File: src/rtl/enum_job_sequencer.sv
// Two-requester round-robin job sequencer with an IDLE/RUNNING/DONE controller.
// Runs the granted job for max(len, 1) enabled cycles and then pulses done for one cycle.
module enum_job_sequencer #(
    parameter int unsigned CNT_W = 8
) (
    input  logic             clk,
    input  logic             rst_n,
    input  logic             en,
    input  logic [1:0]       req,
    input  logic [CNT_W-1:0] len0,
    input  logic [CNT_W-1:0] len1,
    output logic [1:0]       gnt,
    output logic             busy,
    output logic [1:0]       state_o,
    output logic             done,
    output logic             done_id
);

    typedef enum logic [1:0] {
        StIdle    = 2'd0,
        StRunning = 2'd1,
        StDone    = 2'd2
    } state_e;

    state_e           r_state;
    logic [CNT_W-1:0] r_cnt;
    logic             r_owner;
    logic             r_last_id;
    logic [1:0]       r_gnt;
    logic             r_busy;
    logic             r_done;
    logic             r_done_id;

    logic             w_winner;
    logic [CNT_W-1:0] w_len;
    logic [CNT_W-1:0] w_load;

    // On a tie the requester that did not win last time gets the grant.
    always_comb begin
        if (req == 2'b11) begin
            w_winner = ~r_last_id;
        end else begin
            w_winner = req[1];
        end
        w_len = w_winner ? len1 : len0;
    end

    // A zero length runs exactly like a length of one.
    assign w_load = (w_len == '0) ? '0 : (w_len - CNT_W'(1));

    always_ff @(posedge clk or negedge rst_n) begin
        if (!rst_n) begin
            r_state   <= StIdle;
            r_cnt     <= '0;
            r_owner   <= 1'b0;
            r_last_id <= 1'b1;
            r_gnt     <= 2'b00;
            r_busy    <= 1'b0;
            r_done    <= 1'b0;
            r_done_id <= 1'b0;
        end else begin
            r_gnt  <= 2'b00;
            r_done <= 1'b0;
            unique case (r_state)
                StIdle: begin
                    if (en && (req != 2'b00)) begin
                        r_state   <= StRunning;
                        r_owner   <= w_winner;
                        r_last_id <= w_winner;
                        r_cnt     <= w_load;
                        r_gnt     <= w_winner ? 2'b10 : 2'b01;
                        r_busy    <= 1'b1;
                    end
                end
                StRunning: begin
                    // With en low the counter and state hold; there is no abort.
                    if (en) begin
                        if (r_cnt == '0) begin
                            r_state   <= StDone;
                            r_done    <= 1'b1;
                            r_done_id <= r_owner;
                        end else begin
                            r_cnt <= r_cnt - CNT_W'(1);
                        end
                    end
                end
                StDone: begin
                    r_state <= StIdle;
                    r_busy  <= 1'b0;
                end
                default: begin
                    r_state <= StIdle;
                    r_busy  <= 1'b0;
                end
            endcase
        end
    end

    assign gnt     = r_gnt;
    assign busy    = r_busy;
    assign state_o = r_state;
    assign done    = r_done;
    assign done_id = r_done_id;

endmodule

File: config.mk
export PLATFORM = sky130hd
export DESIGN_NAME = enum_job_sequencer
export DESIGN_NICKNAME = d
export VERILOG_FILES = /design/src/rtl/enum_job_sequencer.sv
export SDC_FILE = /design/constraint.sdc
export NUM_CORES = 1
export LEC_CHECK = 0
export BUFFER_PORTS_ARGS = -buffer_cell sky130_fd_sc_hd__buf_2
export CAP_MARGIN = 20
export CORE_MARGIN = 2
export CORE_UTILIZATION = 45
export DETAILED_ROUTE_END_ITERATION = 8
export PLACE_DENSITY = 0.68
export SYNTH_ARGS = -nofsm -noshare
export SYNTH_HDL_FRONTEND = slang
export SYNTH_SLANG_ARGS = --single-unit
File: constraint.sdc
create_clock -name clk -period 2.4 [get_ports clk]
set_input_delay 0.6 -clock clk [delete_from_list [all_inputs] [get_ports clk]]
set_output_delay 0.6 -clock clk [all_outputs]
set_load 0.01 [all_outputs]
======== Yosys cells after proc, flatten, opt, wreduce, memory -nomap -nowiden ========
Cells that the tools add are included.
storage, ports and cells
  register bits ........................... 17
  output and inout port bits .............. 7
  logic and storage cells ................. 48
  input port bits ......................... 21
operators by class
  add/subtract/negate cells ............... 2
  reductions and logical operators ........ 11
  bitwise operators ....................... 2
  equal/unequal tests ..................... 6
  multiplexer cells ....................... 19
operators by type and width
  cell                   count
  $mux W8                5
  $logic_not A8 Y1       2
  $pmux W8 S2            1
  $sub A8 B1 Y8 const B  2
  $mux W2                6
  $ne A2 B2 Y1 const B   4
  $reduce_and A3 Y1      2
  $mux W1                5
  $pmux W2 S2            1
  $reduce_and A2 Y1      2
  $reduce_and A4 Y1      1
  $reduce_bool A2 Y1     2
  $eq A2 B1 Y1 const B   1
  $eq A2 B2 Y1 const B   1
  $logic_not A2 Y1       1
  $not A1 Y1             2
  $pmux W1 S2            1
  $logic_and A1 B1 Y1    1

======== Longest topological paths before layout ========
  depth after elaboration ................. 7
  gate-level depth with buffers ........... 9

======== Least setup slack after synthesis ========
OpenSTA, ideal clock, no wires.
  path kind ............................... input port to flip-flop
  start ................................... input req[1]
  end ..................................... register r_cnt[6]
  buffers on the path ..................... 1
  cell stages on the path ................. 9
  arrival time ............................ 2.268 ns
  setup slack ............................. -0.002 ns
  setup time .............................. 0.134 ns
  path through ............................ a21boi_4 -> buf_2 -> mux2i_1 -> ha_1 -> nor3b_2 -> nor3b_2 -> xor2_1 -> mux2i_1 -> o221ai_2
between the ends
  cells in the longest elaborated chain, start to end .. 7
  elaborated cells on any way between the ends .. 12
RTL lines
  element                                                   line  RTL
  start: declaration                                        9     input logic [1:0] req,
  $eq A2 B2 Y1                                              40    if (req == 2'b11) begin
  $mux W1                                                   40
  $mux W8                                                   45    w_len = w_winner ? len1 : len0;
  $sub A8 B1 Y8 / $logic_not A8 Y1 (equally long branches)  49    assign w_load = (w_len == '0) ? '0 : (w_len - CNT_W'(1));
  $mux W8                                                   49
  $mux W8                                                   66    if (en && (req != 2'b00)) begin
  $pmux W8 S2                                               64    unique case (r_state)
  end signal: assignment                                    70    r_cnt <= w_load;
  end signal: assignment                                    83    r_cnt <= r_cnt - CNT_W'(1);
  end: declaration                                          26    logic [CNT_W-1:0] r_cnt;
Parallel ways exist; a longest one is shown, timed or not. The select of a mux whose other input is x is not followed.
A chain may end at the register's enable or synchronous reset.

======== Final worst setup path ========
Same ends and word-level chain as after synthesis.

==> reports/metrics.cfg <==
[drt]
wl_met2_um=1330
route.met3.wl_um=148
antenna_left=0
viasPerCell=5.68
wire_per_inst_um=14.5
totalWireLength_um=2740
drt_first_pass_iters=4
met1_length_um=1220
vias=1073
top_layer_used=met4
drc=0
dr.first_iter.drc_count=32

[finish]
final_util=0.548
drive_gt1_frac=0.367
syn_to_final_growth_pct=17.3
final_cell_mix=27 x buf_2, 16 x dfrtp_1, 11 x nor2_1
fin_nets=183
n_antenna_cell=0
final_common_cell=buf_2
fin_cells=189

[setup_path]
end_kind=flip-flop
worstPathRequired_ns=2.57
startpoint_type=primary input
critical_path.max_stage_delay_ns=0.26
crit_fanout=3
slowest_stage=mux2i_1
crit_type=primary input to flip-flop
critPathArrivalTime_ns=2.28
cp_cell_sequence=buf_2 -> a21boi_4 -> mux2i_1 -> ha_1 -> nor3b_2 -> nor3b_2 -> xor2_1 -> mux2i_1 -> o221ai_2

[global_routing]
antenna_found_initial=0
grtUsageTotal=0.188
grt_max_degree=18
grt_pass1_vias=1002
grt_pass1_wl_um=4770
overflow=0

[clock_tree]
cts_hold_buf=0
cts.path.max_buffers=2
cts_tree=built
cts-htree-levels=1
numCtsBuffers=3
cts_root_buf=clkbuf_4
clkSinkCount=17
cts_setup_buffers=0
worstSkewPairLatency_ns=0.30
clkTransAtPathRegs_ns=0.10
cts_resized=0

[placement]
portBuffers=27
post-place-ws_ns=-0.0266
finalWeightedCongestion=0.851
post-dp-hpwl_um=2250
dp_cells=185

[power]
ir_worst_vdd_v=0.000422
total_power_mw=0.987
power_leakage_nw=0.646
powerDensity_nw_per_um2=665

[floorplan]
die_h_um=57.0
ioPinCount=28
num_rows=19
die_w_um=57.0
initial_core_util=0.467
dieArea_um2=3250
core_area_um2=2710

[logic_synthesis]
syn_avg_cell_area_um2=10.1
synth-seq-cells=17
synthesis.nets=149
synth_cells=125
synth_edf_count=0
yosys_warnings=0
synthesis.area_um2=1260
synth-main-ff-cell=dfrtp_1
synthArstFlopShare=1.00
yosysUniqueCellTypes=46
ys_seq_area_frac=0.337

[sta]
relSlewSlack=0.699
post-route-period-util=0.878
tns_ns=0
finalSetupViolCount=0
worst-slew-pin-transition_ns=0.448
maxSlewViolCount=0
period_needed_ns=2.11
fin_ws_ns=0.292
fmax_mhz=474
hold_viol=0
finClkSkew_ns=0.00594
rsz0062_at_grt=no

[hold_path]
min_path_type=primary input to asynchronous set/reset pin

[job]
maxCapViolations=0

[outcome]
status=complete, no violations

==> stage by stage <==
step                      hold WS (ns)  cell area [um2]
final                            0.202             1480
after global routing             0.227             1480
after CTS                        0.214             1480
after detailed placement         0.483             1460
after global placement           0.464             1460
after floorplan                  0.304             1270
==> synthesized netlist by cell type, types with 2 or more instances <==
cell,n,area share
dfrtp_1,16,0.32
nor2_1,11,0.033
mux2i_1,7,0.055
nand2_1,7,0.021
xnor2_1,7,0.048
inv_1,6,0.018
o21ai_1,6,0.024
a21oi_1,5,0.020
nand3_1,5,0.020
nor3_1,5,0.020
xor2_1,4,0.028
ha_1,3,0.030
o21ai_0,3,0.012
mux2_2,2,0.018
nand2_2,2,0.0099
nor2_4,2,0.018
nor3b_2,2,0.020
nor4_1,2,0.0099
o211ai_2,2,0.020
o221ai_2,2,0.024
==> kinds of logic (layout without fill, tap and decap cells) <==
kind of cell	Yosys count	in the layout	synth area share
multiplexers	10	10	0.0821
AO/OA/AOI/OAI	28	28	0.203
buffers and inverters	7	40	0.0218
AND/OR/NAND/NOR	49	49	0.250
XOR/XNOR	11	11	0.0762
flip-flops	17	17	0.337
adder cells (fa/ha/maj)	3	3	0.0297
==> layer usage <==
metal / vias up / track usage
met5: - / 0
li1: 530 / -
met2: 36 / 0.305
met4: 0 / 0.0698
met3: 4 / 0.0159
met1: 503 / 0.262
==> where the power goes <==
part	internal [mW]	switching [mW]	total, mW
logic	0.174	0.202	0.376
clock network	0.0622	0.0925	0.155
registers	0.364	0.0920	0.456
total	0.601	0.386	0.987
==> final cells by class <==
| cell class | instances | area [um2] |
|---|---|---|
| inverters | 6 | 22.5 |
| fillers | 252 | 1230 |
| clock inverters | 1 | 5.00 |
| clock buffers | 3 | 22.5 |
| repair buffers | 30 | 158 |
| flip-flops and latches | 17 | 427 |
| well taps | 31 | 38.8 |
| multi-input cells | 101 | 811 |
==> state kept, by name, summed over array words and instances, names as in the netlist <==
register and count:
r_cnt 8, gnt 2, r_owner 1, r_last_id 1
busy 1, done 1, state_o 2, done_id 1
==> path summary, 6_finish.rpt <==
kind | from | end | slack (ns) | depth (start not counted)
hold reg to reg | done_id | done_id | 0.50 | 1
setup / recovery | req[1] | r_cnt[6] | 0.29 | 9
min in group clk | done_id | done_id | 0.50 | 1
max in group asynchronous | rst_n | r_last_id | 1.87 | 1
hold / removal | rst_n | state_o[0] | 0.20 | 1
setup reg to reg | r_last_id | r_cnt[6] | 0.34 | 8
==> critical path, delay by kind of cell <==
family,cells,cell delay [ns]
simple gates,2,0.44
xor+xnor,1,0.09
compound gates,2,0.34
mux,2,0.46
fa+ha+maj,1,0.24
buf+inv,1,0.11
Note: power is estimated with default switching activity, not from simulation.
